**config.mk**
```make
export PLATFORM = sky130hd
export DESIGN_NAME = dp_ram_ctrl
export DESIGN_NICKNAME = d
export VERILOG_FILES = /design/src/rtl/dp_mem_pkg.sv /design/src/rtl/dp_ram_core.sv /design/src/rtl/dp_ram_ctrl.sv
export SDC_FILE = /design/constraint.sdc
export NUM_CORES = 2
export LEC_CHECK = 0
export BUFFER_PORTS_ARGS = -buffer_cell sky130_fd_sc_hd__buf_2
export CAP_MARGIN = 5
export CORE_MARGIN = 1
export CORE_UTILIZATION = 45
export DETAILED_ROUTE_END_ITERATION = 10
export GPL_TIMING_DRIVEN = 0
export SLEW_MARGIN = 10
export SYNTH_ARGS = -nofsm -noshare
export SYNTH_HDL_FRONTEND = slang
export SYNTH_SLANG_ARGS = --single-unit
```
**constraint.sdc**
```tcl
create_clock -name clk -period 6.4 [get_ports clk]
set_clock_uncertainty 0.05 [all_clocks]
set_input_delay 1.28 -clock clk [delete_from_list [all_inputs] [get_ports clk]]
set_output_delay 1.28 -clock clk [all_outputs]
set_load 0.005 [all_outputs]
```
**src/rtl/dp_mem_pkg.sv**
```systemverilog
// Shared types, constants and parameter checks for the dot-product
// operand RAM and its controller.
package dp_mem_pkg;

  // Clear sequencer states
  typedef enum logic [1:0] {
    IDLE  = 2'd0,
    CLEAR = 2'd1,
    DONE  = 2'd2
  } clr_state_e;

  // Read-during-write selection for a same-address, same-edge access
  localparam int RDW_OLD = 0;
  localparam int RDW_NEW = 1;

  // Byte-lane count of the default 32-bit word
  localparam int DEF_DATA_WIDTH = 32;
  localparam int NUM_BYTES      = DEF_DATA_WIDTH / 8;

  // Number of byte lanes in a word of the given width
  function automatic int num_bytes(input int data_width);
    return data_width / 8;
  endfunction

  // True when a parameter set describes a buildable memory
  function automatic bit params_ok(input int dw, input int ms, input int aw,
                                   input int lat, input int rdw);
    bit ok;
    ok = (dw > 0) && ((dw % 8) == 0);
    ok = ok && (ms > 0) && (aw > 0) && (aw < 31);
    ok = ok && ((64'd1 << aw) >= 64'(ms));
    ok = ok && ((lat == 1) || (lat == 2));
    ok = ok && ((rdw == RDW_OLD) || (rdw == RDW_NEW));
    return ok;
  endfunction

endpackage

```
**src/rtl/dp_ram_core.sv**
```systemverilog
// Bare byte-enabled simple-dual-port array with one registered read stage.
// Same-address read-during-write returns either the stored word or the
// stored word with the written lanes merged in, depending on RDW_MODE.
module dp_ram_core
  import dp_mem_pkg::*;
#(
  parameter int DATA_WIDTH = 32,
  parameter int MEM_SIZE   = 64,
  parameter int ADDR_WIDTH = 6,
  parameter int RDW_MODE   = RDW_OLD
) (
  input  logic                    clk,
  input  logic                    rst,
  input  logic                    wr_en,
  input  logic [ADDR_WIDTH-1:0]   wr_addr,
  input  logic [DATA_WIDTH/8-1:0] wr_be,
  input  logic [DATA_WIDTH-1:0]   wr_data,
  input  logic                    rd_en,
  input  logic [ADDR_WIDTH-1:0]   rd_addr,
  output logic [DATA_WIDTH-1:0]   rd_data,
  output logic                    rd_valid
);

  localparam int BYTES = num_bytes(DATA_WIDTH);
  localparam int AW1   = ADDR_WIDTH + 1;
  localparam logic [AW1-1:0] SIZE_W = AW1'(MEM_SIZE);

  logic [DATA_WIDTH-1:0] mem_r [MEM_SIZE];
  logic [DATA_WIDTH-1:0] rd_word_s;
  logic [DATA_WIDTH-1:0] rd_next_s;
  logic [DATA_WIDTH-1:0] rd_data_r;
  logic                  rd_valid_r;
  logic                  wr_in_range_s;
  logic                  rd_in_range_s;
  logic                  rdw_hit_s;

  // Guard the array index on both ports so no access falls off the end
  assign wr_in_range_s = ({1'b0, wr_addr} < SIZE_W);
  assign rd_in_range_s = ({1'b0, rd_addr} < SIZE_W);
  assign rdw_hit_s     = (RDW_MODE == RDW_NEW) && wr_en && wr_in_range_s &&
                         (wr_addr == rd_addr);

  // Byte-lane writes into the array; the storage itself carries no reset
  always_ff @(posedge clk) begin
    if (wr_en && wr_in_range_s) begin
      for (int i = 0; i < BYTES; i++) begin
        if (wr_be[i]) begin
          mem_r[wr_addr][8*i +: 8] <= wr_data[8*i +: 8];
        end
      end
    end
  end

  // Select the read word: zero when out of range, lane-merged on a new-data hit
  always_comb begin
    rd_word_s = '0;
    rd_next_s = '0;
    if (rd_in_range_s) begin
      rd_word_s = mem_r[rd_addr];
    end else begin
      rd_word_s = '0;
    end
    for (int i = 0; i < BYTES; i++) begin
      if (rdw_hit_s && wr_be[i]) begin
        rd_next_s[8*i +: 8] = wr_data[8*i +: 8];
      end else begin
        rd_next_s[8*i +: 8] = rd_word_s[8*i +: 8];
      end
    end
  end

  // Registered read port: data updates only on a read, valid pulses per read
  always_ff @(posedge clk or posedge rst) begin
    if (rst) begin
      rd_data_r  <= '0;
      rd_valid_r <= 1'b0;
    end else begin
      rd_valid_r <= rd_en;
      if (rd_en) begin
        rd_data_r <= rd_next_s;
      end else begin
        rd_data_r <= rd_data_r;
      end
    end
  end

  assign rd_data  = rd_data_r;
  assign rd_valid = rd_valid_r;

endmodule

```
**src/rtl/dp_ram_ctrl.sv**
```systemverilog
// Operand RAM controller: wraps dp_ram_core with address range checking,
// a sticky address-error flag, an optional second read stage and a clear
// sequencer that zeroes the whole array one word per cycle.
module dp_ram_ctrl
  import dp_mem_pkg::*;
#(
  parameter int DATA_WIDTH = 32,
  parameter int MEM_SIZE   = 64,
  parameter int ADDR_WIDTH = 6,
  parameter int RD_LATENCY = 1,
  parameter int RDW_MODE   = RDW_OLD
) (
  input  logic                    clk,
  input  logic                    rst,
  input  logic                    clear_req,
  output logic                    clear_busy,
  output logic                    clear_done,
  input  logic                    write_en,
  input  logic [ADDR_WIDTH-1:0]   write_address,
  input  logic [DATA_WIDTH/8-1:0] byte_en,
  input  logic [DATA_WIDTH-1:0]   data_in,
  input  logic                    read_en,
  input  logic [ADDR_WIDTH-1:0]   read_address,
  output logic [DATA_WIDTH-1:0]   data_out,
  output logic                    data_valid,
  output logic                    addr_err
);

  localparam int BYTES = num_bytes(DATA_WIDTH);
  localparam int AW1   = ADDR_WIDTH + 1;
  localparam logic [AW1-1:0]        SIZE_W    = AW1'(MEM_SIZE);
  localparam logic [ADDR_WIDTH-1:0] LAST_ADDR = ADDR_WIDTH'(MEM_SIZE - 1);

  if (!params_ok(DATA_WIDTH, MEM_SIZE, ADDR_WIDTH, RD_LATENCY, RDW_MODE)) begin : g_param_check
    $error("dp_ram_ctrl: illegal parameter combination");
  end

  clr_state_e            state_r;
  logic [ADDR_WIDTH-1:0] clr_cnt_r;
  logic                  clear_busy_r;
  logic                  clear_done_r;
  logic                  addr_err_r;

  logic                  busy_s;
  logic                  wr_oor_s;
  logic                  rd_oor_s;
  logic                  user_wr_s;
  logic                  user_rd_s;

  logic                  core_we_s;
  logic [ADDR_WIDTH-1:0] core_waddr_s;
  logic [BYTES-1:0]      core_be_s;
  logic [DATA_WIDTH-1:0] core_wdata_s;
  logic [DATA_WIDTH-1:0] core_rdata_s;
  logic                  core_rvalid_s;

  // User traffic is locked out only while words are actually being cleared
  assign busy_s    = (state_r == CLEAR);
  assign wr_oor_s  = ({1'b0, write_address} >= SIZE_W);
  assign rd_oor_s  = ({1'b0, read_address} >= SIZE_W);
  assign user_wr_s = write_en && !busy_s && !wr_oor_s;
  assign user_rd_s = read_en && !busy_s;

  // Write-port mux: the clear sequencer owns the write port while busy
  always_comb begin
    core_we_s    = 1'b0;
    core_waddr_s = '0;
    core_be_s    = '0;
    core_wdata_s = '0;
    if (busy_s) begin
      core_we_s    = 1'b1;
      core_waddr_s = clr_cnt_r;
      core_be_s    = '1;
      core_wdata_s = '0;
    end else begin
      core_we_s    = user_wr_s;
      core_waddr_s = write_address;
      core_be_s    = byte_en;
      core_wdata_s = data_in;
    end
  end

  dp_ram_core #(
    .DATA_WIDTH (DATA_WIDTH),
    .MEM_SIZE   (MEM_SIZE),
    .ADDR_WIDTH (ADDR_WIDTH),
    .RDW_MODE   (RDW_MODE)
  ) u_core (
    .clk      (clk),
    .rst      (rst),
    .wr_en    (core_we_s),
    .wr_addr  (core_waddr_s),
    .wr_be    (core_be_s),
    .wr_data  (core_wdata_s),
    .rd_en    (user_rd_s),
    .rd_addr  (read_address),
    .rd_data  (core_rdata_s),
    .rd_valid (core_rvalid_s)
  );

  // Clear sequencer: walk every address once, then pulse done for one cycle
  always_ff @(posedge clk or posedge rst) begin
    if (rst) begin
      state_r      <= IDLE;
      clr_cnt_r    <= '0;
      clear_busy_r <= 1'b0;
      clear_done_r <= 1'b0;
    end else begin
      case (state_r)
        IDLE: begin
          clear_done_r <= 1'b0;
          if (clear_req) begin
            state_r      <= CLEAR;
            clr_cnt_r    <= '0;
            clear_busy_r <= 1'b1;
          end else begin
            state_r      <= IDLE;
            clear_busy_r <= 1'b0;
          end
        end
        CLEAR: begin
          if (clr_cnt_r == LAST_ADDR) begin
            state_r      <= DONE;
            clear_busy_r <= 1'b0;
            clear_done_r <= 1'b1;
          end else begin
            clr_cnt_r    <= clr_cnt_r + ADDR_WIDTH'(1);
            clear_busy_r <= 1'b1;
            clear_done_r <= 1'b0;
          end
        end
        DONE: begin
          state_r      <= IDLE;
          clear_busy_r <= 1'b0;
          clear_done_r <= 1'b0;
        end
        default: begin
          state_r      <= IDLE;
          clr_cnt_r    <= '0;
          clear_busy_r <= 1'b0;
          clear_done_r <= 1'b0;
        end
      endcase
    end
  end

  // Sticky out-of-range flag, updated only for accesses that are not locked out
  always_ff @(posedge clk or posedge rst) begin
    if (rst) begin
      addr_err_r <= 1'b0;
    end else if (!busy_s && ((write_en && wr_oor_s) || (read_en && rd_oor_s))) begin
      addr_err_r <= 1'b1;
    end else begin
      addr_err_r <= addr_err_r;
    end
  end

  if (RD_LATENCY == 2) begin : g_lat2
    logic [DATA_WIDTH-1:0] data_q_r;
    logic                  valid_q_r;

    // Extra output stage: valid travels with the data, data holds between reads
    always_ff @(posedge clk or posedge rst) begin
      if (rst) begin
        data_q_r  <= '0;
        valid_q_r <= 1'b0;
      end else begin
        valid_q_r <= core_rvalid_s;
        if (core_rvalid_s) begin
          data_q_r <= core_rdata_s;
        end else begin
          data_q_r <= data_q_r;
        end
      end
    end

    assign data_out   = data_q_r;
    assign data_valid = valid_q_r;
  end else begin : g_lat1
    assign data_out   = core_rdata_s;
    assign data_valid = core_rvalid_s;
  end

  assign clear_busy = clear_busy_r;
  assign clear_done = clear_done_r;
  assign addr_err   = addr_err_r;

endmodule

```
; Word level (Yosys, flattened, before mapping)
; Memories as Yosys holds them, arrays and structs flattened. A register that Yosys moved wholly into a read port is not among the register bits.
; Index checks and enable logic that the tools add are counted.
[totals]
register_bits = 11
ram_bits = 2048
input_bits = 53
elab_cells = 46
memories = 1
[op_classes]
n_addsub = 1
n_eq_ne = 6
muxes = 27
n_bitwise = 1
reduce_logical = 5
[memory_table]
columns = memory, words, word_bits, rd, rd_clocked_by_memory_dff, write_ports, line
row1 = u_core.mem_r, 64, 32, 1, 1, 1, dp_ram_core.sv:28  ; logic [DATA_WIDTH-1:0] mem_r [MEM_SIZE];
[ops]
columns = operator, count
row1 = $mux 32, 1
row2 = $mux 1, 18
row3 = $mux 6, 3
row4 = $pmux 6 s3, 1
row5 = $add 6x1->6 const B, 1
row6 = $eq 6x6->1 const B, 1
row7 = $mux 4, 1
row8 = $ne 2x2->1 const B, 2
row9 = $pmux 2 s2, 1
row10 = $reduce_and 3->1, 1
row11 = $eq 2x1->1 const B, 1
row12 = $eq 2x2->1 const B, 1
row13 = $logic_and 1x1->1, 2
row14 = $logic_not 2->1, 1
row15 = $mux 2, 1
row16 = $ne 2x1->1 const B, 1
row17 = $pmux 1 s2, 1
row18 = $logic_not 1->1, 1
row19 = $not 1->1, 1

; Logic depth before layout (Yosys ltp)
[depth]
word_depth = 6
mapped_depth = 10

; Hierarchy
; A second synthesis with hierarchy kept.
[unflattened]
cells_unflattened = 4229
area_unflattened_um2 = 81553.2
[by_module_without_submodules]
columns = mod, n_inst, cells_each, area_per_inst_um2, seq_area_each_um2
row1 = dp_ram_core, 1, 4116, 80687.4, 62324.8
row2 = dp_ram_ctrl, 1, 113, 865.8, 250.2

; Least setup slack after synthesis
; Ideal clock, no wire load.
[synth_path]
path_kind = input port to flip-flop
from = input read_address[2]
to = register u_core.rd_data_r[0] (netlist: u_core.rd_data[0]), read port of u_core.mem_r
setup_time_ns = 0.126
arrival_ns = 2.979
required_time_ns = 6.224
slack_ns = 3.245
cell_stages = 8
cell_sequence = buf_6 > buf_6 > clkbuf_1 > mux2_2 > o22ai_1 > a211oi_1 > a211o_1 > a221o_1
[synth_lines]
columns = item, line
row1 = from (decl), dp_ram_ctrl.sv:23  ; input logic [ADDR_WIDTH-1:0] read_address,
row2 = to (decl), dp_ram_core.sv:31  ; logic [DATA_WIDTH-1:0] rd_data_r;

; Final worst setup path
[layout_path]
from = register state_r[0]
to = memory u_core.mem_r[41][8] (enable)
[layout_between]
elab_chain_cells = 6
elab_cells_between_ends = 9
cone_classes = eq/ne (1) / mux (6) / reduce/logical (2)
[layout_lines]
columns = item, line
row1 = from (decl), dp_ram_ctrl.sv:38  ; clr_state_e state_r;
row2 = from (signal assigned), dp_ram_ctrl.sv:104  ; state_r <= IDLE;
row3 = from (signal assigned), dp_ram_ctrl.sv:113  ; state_r <= CLEAR;
row4 = from (signal assigned), dp_ram_ctrl.sv:117  ; state_r <= IDLE;
row5 = $eq 2x1->1 (*), dp_ram_ctrl.sv:58  ; assign busy_s = (state_r == CLEAR);
row6 = $logic_not 1->1, n/a
row7 = $logic_and 1x1->1, dp_ram_ctrl.sv:61  ; assign user_wr_s = write_en && !busy_s && !wr_oor_s;
row8 = $mux 1, dp_ram_ctrl.sv:70  ; if (busy_s) begin
row9 = $mux 1, dp_ram_core.sv:45  ; if (wr_en && wr_in_range_s) begin
row10 = $mux 1 (not written as such), dp_ram_core.sv:48  ; mem_r[wr_addr][8*i +: 8] <= wr_data[8*i +: 8];
row11 = to (decl), dp_ram_core.sv:28
; Every way passes the cells marked *; elsewhere a longest branch is shown, timed or not.

==> metrics.csv <==
stage,metric,value,unit
logic_synthesis,synth.distinct_cells,49,
cts,cts_max_level,4,
run,maxCapViolations,0,
cells_and_area,drive_above_1_share,0.234,
logic_synthesis,synth_edf_count,2048,
sta,max_freq,234,MHz
route,drt_pass1_iterations,6,
setup_path,critPathCapture,u_core.mem_r[41][8],
cts,cts_setup_buffers,0,
cts,cts.repair.resized,0,
cts,clockRootBuffer,clkbuf_16,
setup_path,timing.critical_path.mode_cell,buf_2,
sta,rsz0062_at_grt,no,
cts,clock-sinks,2091,
sta,setup_tns,0,ns
sta,timing_hold_violations_final,0,
pwr,p_leak,28.5,nW
cells_and_area,mostFrequentLayoutCells,"edfxtp_1 (2,048), mux4_2 (320), nor2_1 (298), clkbuf_16 (211), mux2_2 (195)",
global_route,grt_pass1_wl,324000,um
global_route,grt_overflow,0,
logic_synthesis,yosys_warnings,0,
placed_design,port_buffers,83,
cts,clock_latency,0.85,ns
hold_path,hold_class,in2async,
die,fp.dieW,426,um
setup_path,slowest_stage,nor2_1,
placed_design,dp_hpwl,161000,um
die,dieHeight,426,um
die,io-pin-count,89,
sta,period_needed,4.27,ns
logic_synthesis,synth_seq_cells,2091,
die,core,0.179,sq mm
sta,worst_pin_slew,1.34,ns
sta,slew_headroom,0.0819,
route,routed_wl,235000,um
logic_synthesis,yosys_most_used_dff,edfxtp_1,
cells_and_area,num-nets-final,4433,
setup_path,reg2reg_slack,2.13,ns
placed_design,gp_congestion,0.915,
die,dieArea,0.182,sq mm
cts,cts_made_buffers,206,
logic_synthesis,synth_area_leaders,"edfxtp_1 (76%), mux4_2 (8.9%), mux2_2 (2.7%)",
route,vias,42300,
setup_path,timing.critical_path.buf_inv,3,
run_status,status,finished clean,
cts,ctsHoldBuffers,0,
sta,setup_viol,0,
die,initial_core_util,0.453,
cts,cts.path.max_buffers,3,
setup_path,start_kind,flop,
logic_synthesis,seq_area_frac_synth,0.773,
cts,cts_tree,built,
logic_synthesis,syn_nets,4124,
logic_synthesis,async_flop_share,0.0206,
setup_path,end_kind,flop,
route,wl_per_cell,34.0,um
sta,timing.final.crit_share,0.667,
route,drc,0,
setup_path,rr_startpoint,state_r[0],
logic_synthesis,netlist_instances,4070,
global_route,grt_max_degree,65,
pwr,vdd_ir_drop_max,0.000265,V
setup_path,cpLargestDelayFamily,simple AND/OR/NAND/NOR gates,
cells_and_area,syn_to_final_growth,12.9,%
setup_path,crit_cells,8,
setup_path,crit_chain,buf_2 -> nand2b_1 -> buf_2 -> buf_2 -> mux2_2 -> nor2_1 -> nand2_1 -> nor2_1,
setup_path,cpPeakStageDelay,0.97,ns
setup_path,worstPathRequired,6.80,ns
setup_path,reg2regPathDepth,8,
sta,drv_slew,0,
route,ant_nets,0,
setup_path,cp-startpoint,state_r[0],
cells_and_area,fillers,14100,
route,drt-initial-drc-count,5338,
logic_synthesis,syn-cell-area,0.0809,sq mm
cells_and_area,seq_area,0.0626,sq mm
setup_path,worstPathMaxFanout,10,
setup_path,cp.arrival,4.67,ns
setup_path,reg2reg_to,u_core.mem_r[41][8],
pwr,p_per_area,359,mW/mm^2
die,std_cell_rows,155,
global_route,gr-usage-all-layers,0.259,
route,via_per_inst,6.13,
logic_synthesis,postSynthAreaPerCell,19.9,sq um
setup_path,critical_path_class,reg2reg,
cts,clkTransAtPathRegs,0.06,ns
global_route,antenna_found_initial,6,
global_route,grt_pass1_vias,41800,
cells_and_area,final_common_cell,edfxtp_1,
cells_and_area,multi_input_area,0.0172,sq mm
logic_synthesis,synth_top_area_frac,0.760,
cells_and_area,utilization,0.512,
logic_synthesis,yosysTopAreaCell,edfxtp_1,
-- kinds of logic after synthesis --
group,count (synthesis),synth area share
AOI/OAI and AO/OA,522,0.0472
xor gates and xnor gates,2,0.000217
adders and majority gates,1,0.000155
buffers and inverters,253,0.0150
DFF,2091,0.773
muxes,653,0.133
other,1,0.0000463
and+or+nand+nor,547,0.0309
-- power by group --
group / internal [W] / switching (W)
combinational: 0.000983 / 0.00307
clock: 0.00683 / 0.00521
sequential: 0.0163 / 0.000382
total: 0.0241 / 0.00866
-- sequential cells by signal, summed over array words and instances, names as in the netlist --
| name | flops |
|---|---|
| u_core.mem_r | 2048 |
| u_core.rd_data | 32 |
| clr_cnt_r | 6 |
| state_r | 2 |
| clear_busy | 1 |
| clear_done | 1 |
| u_core.rd_valid | 1 |
-- worst min-delay path by stage --
stage	to	startpoint
final	clr_cnt_r[0]	rst
after global routing	clr_cnt_r[5]	rst
after CTS	u_core.rd_valid	rst
after detailed placement	state_r[0]	state_r[1]
after global placement	state_r[0]	state_r[1]
after floorplan	clear_busy	state_r[1]
-- cells in the mapped netlist, types with 64 or more instances --
master and number:
edfxtp_1 2048, o22ai_1 160, a22oi_1 64, mux2i_1 138
mux2_2 195, nor2b_1 70, mux4_2 320, clkbuf_1 128
a211oi_1 98, nand2_1 71, nor2_1 303, buf_2 78
-- worst reg2reg max path, stage by stage, from the launching register on --
cell,delay [ns]
dfrtp_1,0.35
buf_2,0.16
nand2b_1,0.19
buf_2,0.29
buf_2,0.30
mux2_2,0.38
nor2_1,0.57
nand2_1,0.61
nor2_1,0.98
-- metrics by stage --
stage               cells  hold slack [ns]  area [sq um]  power [W]  setup slack (ns)
finish               6911            0.304         91400     0.0328              2.13
global route         6910            0.294         91400     0.0335              2.15
global placement     6508            0.461         84300     0.0209              1.04
CTS                  6910            0.255         91400     0.0328              2.22
detailed placement   6526            0.462         84700     0.0210              1.49
floorplan            4070            0.424         80900     0.0188              3.24
-- area by class of cell --
cell class,instances,area share
inverters,2,0.0000821
clock inverters,111,0.0115
plain buffers,251,0.0132
multi-input cells,1726,0.188
well taps,2355,0.0322
diodes,1,0.0000274
clock buffers,273,0.0612
flip-flops and latches,2091,0.685
repair buffers,101,0.00854
-- per-layer routing --
| layer | part of all wire | routed length, um | track usage | vias to the layer above |
|---|---|---|---|---|
| met5 | 0 | 0 | 0 | - |
| met4 | 0.045 | 10600 | 0.109 | 0 |
| met3 | 0.076 | 17800 | 0.0450 | 418 |
| met2 | 0.48 | 114000 | 0.420 | 1967 |
| met1 | 0.39 | 92600 | 0.345 | 22500 |
| li1 | - | - | - | 17500 |
Note: power is estimated with default switching activity, not from simulation.
